[src/rtl/axi_burst_master_if.sv]
// axi_burst_master_if: AXI4 AW/W/B/AR/R bundle between a burst master and a slave
// master modport drives valids/payloads and B/R readies; slave modport is the mirror image.
interface axi_burst_master_if;
  logic        awvalid, awready;
  logic [31:0] awaddr;
  logic [3:0]  awid;
  logic [7:0]  awlen;
  logic [2:0]  awsize;
  logic [1:0]  awburst;
  logic        wvalid, wready;
  logic [31:0] wdata;
  logic [3:0]  wstrb;
  logic        wlast;
  logic        bvalid, bready;
  logic [1:0]  bresp;
  logic [3:0]  bid;
  logic        arvalid, arready;
  logic [31:0] araddr;
  logic [3:0]  arid;
  logic [7:0]  arlen;
  logic [2:0]  arsize;
  logic [1:0]  arburst;
  logic        rvalid, rready;
  logic [1:0]  rresp;
  logic [31:0] rdata;
  logic        rlast;
  logic [3:0]  rid;
  modport master (
    output awvalid, awaddr, awid, awlen, awsize, awburst, input awready,
    output wvalid, wdata, wstrb, wlast, input wready,
    input bvalid, bresp, bid, output bready,
    output arvalid, araddr, arid, arlen, arsize, arburst, input arready,
    input rvalid, rresp, rdata, rlast, rid, output rready
  );
  modport slave (
    input awvalid, awaddr, awid, awlen, awsize, awburst, output awready,
    input wvalid, wdata, wstrb, wlast, output wready,
    output bvalid, bresp, bid, input bready,
    input arvalid, araddr, arid, arlen, arsize, arburst, output arready,
    output rvalid, rresp, rdata, rlast, rid, input rready
  );
endinterface

[src/rtl/axi_burst_master.sv]
// axi_burst_master: turns one client request into a single AXI4 INCR read or write burst
// Ports: clk/rst; req_* request handshake; wd_* write beats from client; rd_* read beats to client;
// resp_valid/resp_err one-cycle completion; axi = AXI4 master side of axi_burst_master_if.
module axi_burst_master #(
  parameter logic [3:0] AXI_ID = 4'd0
) (
  input  logic        clk,
  input  logic        rst,
  input  logic        req_valid,
  output logic        req_ready,
  input  logic        req_write,
  input  logic [31:0] req_addr,
  input  logic [7:0]  req_len,
  input  logic [2:0]  req_size,
  input  logic        wd_valid,
  output logic        wd_ready,
  input  logic [31:0] wd_data,
  input  logic [3:0]  wd_strb,
  output logic        rd_valid,
  input  logic        rd_ready,
  output logic [31:0] rd_data,
  output logic        rd_last,
  output logic        resp_valid,
  output logic        resp_err,
  axi_burst_master_if.master axi
);
  typedef enum logic [2:0] {IDLE, AR, R, AW, W, B} state_t;
  state_t      state, next;
  logic [31:0] addr;
  logic [7:0]  len, cnt;
  logic [2:0]  size;
  logic        err, err_n, req_hs, r_hs, w_hs, b_hs, at_last, done;
  logic        unused;
  assign unused  = ^{axi.bid, axi.rid};
  assign at_last = cnt == len;
  assign req_hs  = req_valid & req_ready;
  assign r_hs    = (state == R) & axi.rvalid & rd_ready;
  assign w_hs    = (state == W) & wd_valid & axi.wready;
  assign b_hs    = (state == B) & axi.bvalid;
  assign done    = (r_hs & axi.rlast) | b_hs;
  // rlast must coincide with the len-th beat; a mismatch either way flags the burst
  assign err_n   = err | (r_hs & ((axi.rresp != 2'b00) | (axi.rlast != at_last)))
                 | (b_hs & (axi.bresp != 2'b00));
  always_comb begin
    next        = state;
    req_ready   = (state == IDLE) & ~rst;
    axi.arvalid = state == AR;
    axi.araddr  = addr;
    axi.arlen   = len;
    axi.arsize  = size;
    axi.arburst = 2'b01;
    axi.arid    = AXI_ID;
    axi.awvalid = state == AW;
    axi.awaddr  = addr;
    axi.awlen   = len;
    axi.awsize  = size;
    axi.awburst = 2'b01;
    axi.awid    = AXI_ID;
    rd_valid    = (state == R) & axi.rvalid;
    axi.rready  = (state == R) & rd_ready;
    rd_data     = axi.rdata;
    rd_last     = axi.rlast;
    axi.wvalid  = (state == W) & wd_valid;
    wd_ready    = (state == W) & axi.wready;
    axi.wdata   = wd_data;
    axi.wstrb   = wd_strb;
    axi.wlast   = (state == W) & at_last;
    axi.bready  = state == B;
    case (state)
      IDLE:    next = req_valid ? (req_write ? AW : AR) : IDLE;
      AR:      next = axi.arready ? R : AR;
      R:       next = (r_hs & axi.rlast) ? IDLE : R;
      AW:      next = axi.awready ? W : AW;
      W:       next = (w_hs & at_last) ? B : W;
      B:       next = axi.bvalid ? IDLE : B;
      default: next = IDLE;
    endcase
  end
  always_ff @(posedge clk) begin
    if (rst) begin
      state      <= IDLE;
      cnt        <= 8'd0;
      err        <= 1'b0;
      resp_valid <= 1'b0;
      resp_err   <= 1'b0;
    end else begin
      state      <= next;
      cnt        <= req_hs ? 8'd0 : cnt + {7'd0, r_hs | w_hs};
      err        <= req_hs ? 1'b0 : err_n;
      resp_valid <= done;
      resp_err   <= done & err_n;
    end
  end
  always_ff @(posedge clk) begin
    if (req_hs) begin
      addr <= req_addr;
      len  <= req_len;
      size <= req_size;
    end
  end
endmodule

[src/flat_wrapper.sv]
// flat-port wrapper written by rule: the top's interface ports become plain ports
module axi_burst_master_flat 
#(
  parameter logic [3:0] AXI_ID = 4'd0
)
  (clk, rst, req_valid, req_ready, req_write, req_addr, req_len, req_size, wd_valid, wd_ready, wd_data, wd_strb, rd_valid, rd_ready, rd_data, rd_last, resp_valid, resp_err, axi_awvalid, axi_awaddr, axi_awid, axi_awlen, axi_awsize, axi_awburst, axi_awready, axi_wvalid, axi_wdata, axi_wstrb, axi_wlast, axi_wready, axi_bvalid, axi_bresp, axi_bid, axi_bready, axi_arvalid, axi_araddr, axi_arid, axi_arlen, axi_arsize, axi_arburst, axi_arready, axi_rvalid, axi_rresp, axi_rdata, axi_rlast, axi_rid, axi_rready);
  axi_burst_master_if axi_i ();
  input  logic clk;
  input  logic rst;
  input  logic req_valid;
  output logic req_ready;
  input  logic req_write;
  input  logic [31:0] req_addr;
  input  logic [7:0] req_len;
  input  logic [2:0] req_size;
  input  logic wd_valid;
  output logic wd_ready;
  input  logic [31:0] wd_data;
  input  logic [3:0] wd_strb;
  output logic rd_valid;
  input  logic rd_ready;
  output logic [31:0] rd_data;
  output logic rd_last;
  output logic resp_valid;
  output logic resp_err;
  output wire logic [$bits(axi_i.awvalid)-1:0] axi_awvalid;
  output wire logic [$bits(axi_i.awaddr)-1:0] axi_awaddr;
  output wire logic [$bits(axi_i.awid)-1:0] axi_awid;
  output wire logic [$bits(axi_i.awlen)-1:0] axi_awlen;
  output wire logic [$bits(axi_i.awsize)-1:0] axi_awsize;
  output wire logic [$bits(axi_i.awburst)-1:0] axi_awburst;
  input wire logic [$bits(axi_i.awready)-1:0] axi_awready;
  output wire logic [$bits(axi_i.wvalid)-1:0] axi_wvalid;
  output wire logic [$bits(axi_i.wdata)-1:0] axi_wdata;
  output wire logic [$bits(axi_i.wstrb)-1:0] axi_wstrb;
  output wire logic [$bits(axi_i.wlast)-1:0] axi_wlast;
  input wire logic [$bits(axi_i.wready)-1:0] axi_wready;
  input wire logic [$bits(axi_i.bvalid)-1:0] axi_bvalid;
  input wire logic [$bits(axi_i.bresp)-1:0] axi_bresp;
  input wire logic [$bits(axi_i.bid)-1:0] axi_bid;
  output wire logic [$bits(axi_i.bready)-1:0] axi_bready;
  output wire logic [$bits(axi_i.arvalid)-1:0] axi_arvalid;
  output wire logic [$bits(axi_i.araddr)-1:0] axi_araddr;
  output wire logic [$bits(axi_i.arid)-1:0] axi_arid;
  output wire logic [$bits(axi_i.arlen)-1:0] axi_arlen;
  output wire logic [$bits(axi_i.arsize)-1:0] axi_arsize;
  output wire logic [$bits(axi_i.arburst)-1:0] axi_arburst;
  input wire logic [$bits(axi_i.arready)-1:0] axi_arready;
  input wire logic [$bits(axi_i.rvalid)-1:0] axi_rvalid;
  input wire logic [$bits(axi_i.rresp)-1:0] axi_rresp;
  input wire logic [$bits(axi_i.rdata)-1:0] axi_rdata;
  input wire logic [$bits(axi_i.rlast)-1:0] axi_rlast;
  input wire logic [$bits(axi_i.rid)-1:0] axi_rid;
  output wire logic [$bits(axi_i.rready)-1:0] axi_rready;
  assign axi_awvalid = axi_i.awvalid;
  assign axi_awaddr = axi_i.awaddr;
  assign axi_awid = axi_i.awid;
  assign axi_awlen = axi_i.awlen;
  assign axi_awsize = axi_i.awsize;
  assign axi_awburst = axi_i.awburst;
  assign axi_i.awready = axi_awready;
  assign axi_wvalid = axi_i.wvalid;
  assign axi_wdata = axi_i.wdata;
  assign axi_wstrb = axi_i.wstrb;
  assign axi_wlast = axi_i.wlast;
  assign axi_i.wready = axi_wready;
  assign axi_i.bvalid = axi_bvalid;
  assign axi_i.bresp = axi_bresp;
  assign axi_i.bid = axi_bid;
  assign axi_bready = axi_i.bready;
  assign axi_arvalid = axi_i.arvalid;
  assign axi_araddr = axi_i.araddr;
  assign axi_arid = axi_i.arid;
  assign axi_arlen = axi_i.arlen;
  assign axi_arsize = axi_i.arsize;
  assign axi_arburst = axi_i.arburst;
  assign axi_i.arready = axi_arready;
  assign axi_i.rvalid = axi_rvalid;
  assign axi_i.rresp = axi_rresp;
  assign axi_i.rdata = axi_rdata;
  assign axi_i.rlast = axi_rlast;
  assign axi_i.rid = axi_rid;
  assign axi_rready = axi_i.rready;
  axi_burst_master #(.AXI_ID(AXI_ID)) u_core (.clk(clk), .rst(rst), .req_valid(req_valid), .req_ready(req_ready), .req_write(req_write), .req_addr(req_addr), .req_len(req_len), .req_size(req_size), .wd_valid(wd_valid), .wd_ready(wd_ready), .wd_data(wd_data), .wd_strb(wd_strb), .rd_valid(rd_valid), .rd_ready(rd_ready), .rd_data(rd_data), .rd_last(rd_last), .resp_valid(resp_valid), .resp_err(resp_err), .axi(axi_i));
endmodule
[config.mk]
export PLATFORM = sky130hd
export DESIGN_NAME = axi_burst_master_flat
export DESIGN_NICKNAME = d
export VERILOG_FILES = /design/src/rtl/axi_burst_master_if.sv /design/src/rtl/axi_burst_master.sv /design/src/flat_wrapper.sv
export SDC_FILE = /design/constraint.sdc
export NUM_CORES = 1
export LEC_CHECK = 0
export ABC_AREA = 1
export CAP_MARGIN = 15
export CORE_AREA = 2 2 121 123
export CTS_CLUSTER_DIAMETER = 120
export CTS_CLUSTER_SIZE = 10
export DETAILED_ROUTE_END_ITERATION = 16
export DIE_AREA = 0 0 123 125
export GPL_ROUTABILITY_DRIVEN = 0
export HOLD_SLACK_MARGIN = 0.12
export SYNTH_ARGS = -nofsm -noshare
export SYNTH_HDL_FRONTEND = slang
export SYNTH_SLANG_ARGS = --single-unit
[constraint.sdc]
create_clock -name clk -period 4.7 [get_ports clk]
set_clock_uncertainty 0.15 [all_clocks]
set_input_delay 1.41 -clock clk [delete_from_list [all_inputs] [get_ports clk]]
set_output_delay 1.41 -clock clk [all_outputs]
set_load 0.05 [all_outputs]
==> results.sh, run 1 <==
export IMPL_outcome="completed"
export IMPL_core_area_um2=14200
export IMPL_synth_yosys_seq_area_share_pct=51.1
export IMPL_reg2reg_from="u_core.state[1]"
export IMPL_seq_area_um2=1570
export IMPL_routedWlPerCell_um=15.6
export IMPL_crit_start="axi_rlast"
export IMPL_rr_endpoint="u_core.cnt[6]"
export IMPL_cts_sinks=57
export IMPL_ctsResizeCount=0
export IMPL_drt_pre_antenna_iters=4
export IMPL_io_buffers=156
export IMPL_path_delay_family="buffers and inverters"
export IMPL_period_minus_slack_ns=4.29
export IMPL_fin_area_um2=4330
export IMPL_io_pins=313
export IMPL_via_per_inst=3.78
export IMPL_dp_hpwl_um=6970
export IMPL_grt_pass1_wl_um=11800
export IMPL_p_leak_uw=0.00164
export IMPL_dpl_cell_area_um2=3990
export IMPL_setup_viol=0
export IMPL_drive_gt1_share_pct=8.36
export IMPL_drv_slew=0
export IMPL_clockBufferDepth=2
export IMPL_multi_input_area_um2=529
export IMPL_dieArea_um2=15400
export IMPL_die_h_um=125
export IMPL_cts_tree="built"
export IMPL_drc=0
export IMPL_post_cts_buffers=0
export IMPL_clkPwrFrac_pct=43.9
export IMPL_start_kind="primary input"
export IMPL_switching_share_pct=27.5
export IMPL_synth_cells=300
export IMPL_numCtsBuffers=9
export IMPL_fin_setup_tns_ns=0
export IMPL_syn_avg_cell_area_um2=10.2
export IMPL_path_buf_inv=2
export IMPL_fp_dieW_um=123
export IMPL_yosysWarnings=0
export IMPL_antenna_cells=0
export IMPL_worst_slew_pin_slew_ns=0.531
export IMPL_max_freq_mhz=233
export IMPL_worst_setup_path_end_kind="output port"
export IMPL_rows=44
export IMPL_finalHoldViolations=0
export IMPL_ir_drop_uv=216
export IMPL_p_int_uw=1230
export IMPL_grt_max_degree=41
export IMPL_slowest_delay_ns=0.81
export IMPL_cellPowerDensity_nw_per_um2=391
export IMPL_finalWirelength_um=8460
export IMPL_finalCritPeriodShare_pct=91.2
export IMPL_fillers=1470
export IMPL_p_sw_uw=466
export IMPL_grt_pass1_vias=2143
export IMPL_cts_hold_buf=0
export IMPL_slew_headroom_pct=64.3
export IMPL_worst_ep_arrival_time_ns=2.73
export IMPL_antenna_found_initial=0
export IMPL_crit_slowest_cell="clkdlybuf4s50_1"
export IMPL_power_frac_seq_pct=34.9
export IMPL_worstPathCellList="clkdlybuf4s50_1 > clkdlybuf4s50_1"
export IMPL_r2r_setup_slack_ns=2.50
export IMPL_clkLatencyLatePin_ns=0.32
export IMPL_ant_nets=0
export IMPL_syn_area_um2=3070
export IMPL_root_buffer="clkbuf_16"
export IMPL_vias=2050
export IMPL_min_path_cells=2
export IMPL_grt_setup_unrepaired="no"
export IMPL_grt_ovfl_total=0
export IMPL_hold_path_class="reg2reg"
export IMPL_crit_fanout=3
export IMPL_initial_core_util_pct=21.6
export IMPL_cap_violations=0
export IMPL_nNetsFinal=491
export IMPL_hold_slack_ns=0.360
export IMPL_r2r_cells=11
export IMPL_path_clk_slew_ns=0.05
export IMPL_ys_ff_latch=57
export IMPL_path_common_cell="clkdlybuf4s50_1"
export IMPL_worstHoldEndpoint="u_core.cnt[3]"
export IMPL_min_delay_start="u_core.cnt[3]"
export IMPL_synthToLayoutAreaGrowth_pct=41.0
export IMPL_drt_initial_drc_count=61
export IMPL_p_comb_share_pct=21.2
export IMPL_grtUsageTotal_pct=10.6
export IMPL_ys_types=25
export IMPL_power_uw=1700
export IMPL_htree_levels=3
export IMPL_cp_required_ns=3.14
export IMPL_critical_path_class="in2out"
[cells in the mapped netlist]
| library cell | count | area [um2] |
|---|---|---|
| a21oi_1 | 5 | 25.0 |
| a31oi_1 | 2 | 12.5 |
| and3_1 | 3 | 18.8 |
| buf_4 | 124 | 931 |
| conb_1 | 2 | 7.51 |
| dfxtp_1 | 14 | 280 |
| edfxtp_1 | 43 | 1290 |
| ha_1 | 2 | 25.0 |
| inv_1 | 22 | 82.6 |
| inv_2 | 1 | 3.75 |
| nand2_1 | 33 | 124 |
| nand2_2 | 2 | 12.5 |
| nand3_1 | 5 | 25.0 |
| nand3_2 | 1 | 10.0 |
| nand4_1 | 3 | 18.8 |
| nor2_1 | 20 | 75.1 |
| nor2_2 | 2 | 12.5 |
| nor3_1 | 3 | 15.0 |
| nor3_2 | 1 | 10.0 |
| nor3b_1 | 2 | 15.0 |
| nor4_1 | 1 | 6.26 |
| o21a_1 | 1 | 7.51 |
| o21ai_1 | 1 | 5.00 |
| or2_2 | 1 | 6.26 |
| xnor2_1 | 6 | 52.6 |
[final cells by class]
cell class	count	share of cell area [%]
Sequential cell	57	36.3
Clock inverter	5	2.37
Timing Repair Buffer	157	36.2
Inverter	23	1.99
Tap cell	184	5.31
Clock buffer	11	5.60
Multi-Input combinational cell	106	12.2
[cells in the final DEF (no fill, tap or decap), drive strengths merged, types with 6 or more instances in the layout]
cell | synthesis | layout
clkbuf | 0 | 11
nand2 | 35 | 35
edfxtp | 43 | 43
buf | 124 | 6
conb | 2 | 12
inv | 23 | 23
xnor2 | 6 | 6
nand3 | 6 | 6
nor2 | 22 | 22
dfxtp | 14 | 14
clkdlybuf4s50 | 0 | 151
[logic make-up after synthesis]
group	Yosys count	share of synthesized area [%]
flip-flops	57	51.1
other	2	0.244
AND/OR/NAND/NOR	77	11.4
buffers and inverters	147	33.1
adder cells (fa/ha/maj)	2	0.814
AO/OA/AOI/OAI	9	1.63
XOR/XNOR	6	1.71
[registers in the layout, indices dropped and copies added, names as in the netlist]
register	cells
u_core.axi.araddr	32
u_core.axi.arlen	8
u_core.axi.arsize	3
u_core.cnt	8
u_core.err	1
u_core.resp_err	1
u_core.resp_valid	1
u_core.state	3
[how the worst max path moves through the flow]
stage,to,slack (ns),cells past startpoint
finish,rd_last,0.41,2
global route,rd_last,0.38,2
CTS,rd_last,0.41,2
detailed placement,rd_last,0.41,2
global placement,rd_last,0.43,2
floorplan,req_ready,0.28,1
[power by group through the flow]
stage | combinational, uW | clock, uW | sequential [uW]
after global placement | 361 | 0 | 601
after CTS | 364 | 762 | 592
after detailed placement | 363 | 0 | 601
after global routing | 375 | 783 | 595
after floorplan | 332 | 0 | 669
final | 360 | 744 | 591
[through the flow]
step                      util (%)  worst slack, ns  std cells
final                         30.5            0.414        543
after global routing          30.5            0.382        543
after CTS                     30.5            0.408        543
after detailed placement      28.1            0.410        527
after global placement        28.1            0.426        527
after floorplan                  -            0.281        310
[per-layer routing]
layer / part of all wire, % / GRT usage (%)
met3: 13 / 5.43
met2: 53 / 19.1
met4: 4.4 / 6.55
met5: 0 / 0
met1: 30 / 8.92
Note: power is estimated with default switching activity, not from simulation.
==> run 2, diff against run 1 <==
--- a/config.mk
+++ b/config.mk
@@ -5,13 +5,11 @@
 export SDC_FILE = /design/constraint.sdc
 export NUM_CORES = 1
 export LEC_CHECK = 0
-export ABC_AREA = 1
-export CAP_MARGIN = 15
-export CORE_AREA = 2 2 121 123
+export CORE_AREA = 2 2 122 124
 export CTS_CLUSTER_DIAMETER = 120
 export CTS_CLUSTER_SIZE = 10
 export DETAILED_ROUTE_END_ITERATION = 16
-export DIE_AREA = 0 0 123 125
+export DIE_AREA = 0 0 124 126
 export GPL_ROUTABILITY_DRIVEN = 0
 export HOLD_SLACK_MARGIN = 0.12
 export SYNTH_ARGS = -nofsm -noshare
==> run 2 against run 1 <==
Critical path depth rose by 1; clock power fell by 18%; synthesized cell count fell by 11%; sequential share of layout area rose by 0.19 points; global-route usage rose by 0.34 points; sequential power barely moved; maximum frequency rose by 2.2%; clock-buffer cell count did not move; via count fell by 5.1%; largest cell class is now buffers; largest power group unchanged; highest routed layer unchanged.
==> results.sh, run 2 <==
export IMPL_outcome="completed"
export IMPL_fillers=1462
export IMPL_drv_slew=0
export IMPL_grt_ovfl_total=0
export IMPL_dieArea_um2=15600
export IMPL_routedWlPerCell_um=17.5
export IMPL_rows=44
export IMPL_grtUsageTotal_pct=10.9
export IMPL_root_buffer="clkbuf_16"
export IMPL_grt_pass1_wl_um=12000
export IMPL_ys_types=42
export IMPL_drt_pre_antenna_iters=4
export IMPL_path_clk_slew_ns=0.05
export IMPL_ys_ff_latch=57
export IMPL_synth_edf_count=43
export IMPL_clockBufferDepth=2
export IMPL_cellPowerDensity_nw_per_um2=356
export IMPL_dr_wl_met2_um=4640
export IMPL_io_pins=313
export IMPL_synthArstFlopShare_pct=0
export IMPL_drc=0
export IMPL_dp_hpwl_um=7210
export IMPL_worst_slew_pin_slew_ns=0.630
export IMPL_worst_setup_path_end_kind="output port"
export IMPL_yosys_area_top_type="edfxtp_1"
export IMPL_grt_pass1_vias=2047
export IMPL_crit_fanout=6
export IMPL_path_buf_inv=2
export IMPL_p_leak_uw=0.00157
export IMPL_power_uw=1540
export IMPL_nNetsFinal=454
export IMPL_core_area_um2=14300
export IMPL_drive_gt1_share_pct=9.03
export IMPL_yosysWarnings=0
export IMPL_synth_yosys_seq_area_share_pct=49.9
export IMPL_cp_required_ns=3.14
export IMPL_ant_nets=0
export IMPL_slowest_delay_ns=0.53
export IMPL_hold_path_class="reg2reg"
export IMPL_ys_flop_type="edfxtp_1"
export IMPL_antenna_found_initial=1
export IMPL_grt_setup_unrepaired="no"
export IMPL_cts_tree="built"
export IMPL_grt_max_degree=44
export IMPL_crit_slowest_cell="clkdlybuf4s50_1"
export IMPL_fin_setup_tns_ns=0
export IMPL_start_kind="primary input"
export IMPL_setup_viol=0
export IMPL_cts_sinks=57
export IMPL_synth_common_cells="124 x buf_4, 43 x edfxtp_1, 14 x dfxtp_1"
export IMPL_finalWirelength_um=8850
export IMPL_syn_area_um2=3150
export IMPL_ctsResizeCount=0
export IMPL_initial_core_util_pct=22.0
export IMPL_io_buffers=156
export IMPL_synthToLayoutAreaGrowth_pct=36.7
export IMPL_via_per_inst=3.84
export IMPL_finalHoldViolations=0
export IMPL_vias=1945
export IMPL_wl_met3_um=1170
export IMPL_cts_hold_buf=0
export IMPL_ir_drop_uv=175
export IMPL_finalCritPeriodShare_pct=89.3
export IMPL_numCtsBuffers=9
export IMPL_synth_cells=268
export IMPL_post_cts_buffers=0
export IMPL_critical_path_class="in2out"
export IMPL_mostFrequentLayoutCells="150 x clkdlybuf4s50_1, 43 x edfxtp_1, 14 x dfxtp_1"
export IMPL_yosysTopAreaCellShare_pct=41.0
export IMPL_max_freq_mhz=238
export IMPL_yosysMostFrequentCell="buf_4"
export IMPL_worstPathCellList="clkdlybuf4s50_1 > nor4_1 > buf_12"
export IMPL_cap_violations=0
export IMPL_path_delay_family="buffers and inverters"
export IMPL_fp_dieW_um=124
export IMPL_drt_initial_drc_count=66
export IMPL_final_common_cell="clkdlybuf4s50_1"
export IMPL_worst_ep_arrival_time_ns=2.64
export IMPL_wl_met1_um=2560
export IMPL_htree_levels=3
export IMPL_syn_avg_cell_area_um2=11.8
export IMPL_slew_headroom_pct=57.9
export IMPL_die_h_um=126
export IMPL_largest_reg_flops=32
export IMPL_highest_layer="met4"
export IMPL_clkLatencyLatePin_ns=0.33
export IMPL_period_minus_slack_ns=4.20
export IMPL_synth_area_leaders="edfxtp_1 41%, buf_4 30%, dfxtp_1 8.9%"
run 2: changes by cell type after synthesis, moves of 3 or more:
cell and change:
nor2_1 -9, xor2_1 +13, xnor2_1 -5, nand2_1 -31
a21oi_1 -4, buf_6 +3, inv_1 -16
run 2: power by group:
part,internal [uW],switching [uW]
logic,124,210
clock network,402,209
registers,570,20.0
run 2: logic make-up after synthesis:
family | share of synthesized area [%]
mux | 0.715
simple gates | 9.25
other cells | 0.238
xor+xnor | 3.89
buf+inv | 31.9
compound gates | 3.33
flops | 49.9
fa+ha+maj | 0.794
run 2: final timing paths:
kind	cells past startpoint	end	slack (ns)	start
setup / recovery	3	req_ready	0.50	rst
hold / removal	2	u_core.cnt[7]	0.39	u_core.cnt[7]
setup reg to reg	8	u_core.cnt[4]	2.37	u_core.state[2]
hold reg to reg	2	u_core.cnt[7]	0.39	u_core.cnt[7]
run 2: stage by stage:
step	cell area (um2)	setup slack [ns]	utilization, %	hold slack, ns	instances
detailed placement	4030	0.487	28.1	0.379	490
global placement	4030	0.522	28.1	0.368	490
floorplan	3190	0.0131	-	0.348	278
global route	4310	0.408	30.1	0.432	506
finish	4310	0.505	30.1	0.386	506
CTS	4310	0.486	30.1	0.393	505
run 2: per-layer routing:
metal  vias up  track usage, %
met5         -               0
met1       864            9.13
met2       173            19.7
li1        869               -
met3        39            4.66
met4         0            8.33
run 2: final cells by class:
cell class              instances  area, um2  share of cell area [%]
repair buffers                157       1590                    36.9
flip-flops and latches         57       1570                    36.5
multi-input cells              86        613                    14.2
clock buffers                  11        233                    5.40
well taps                     184        230                    5.34
clock inverters                 4       45.0                    1.05
inverters                       6       22.5                   0.523
diodes                          1       2.50                  0.0581
run 2: worst register-to-register path, cell delays in order (launching register included):
cell,delay [ns]
dfxtp_1,0.50
nor4bb_4,0.46
and2_2,0.26
a21o_1,0.10
ha_1,0.21
ha_1,0.24
nand3_1,0.11
xor2_1,0.15
nor2_1,0.05
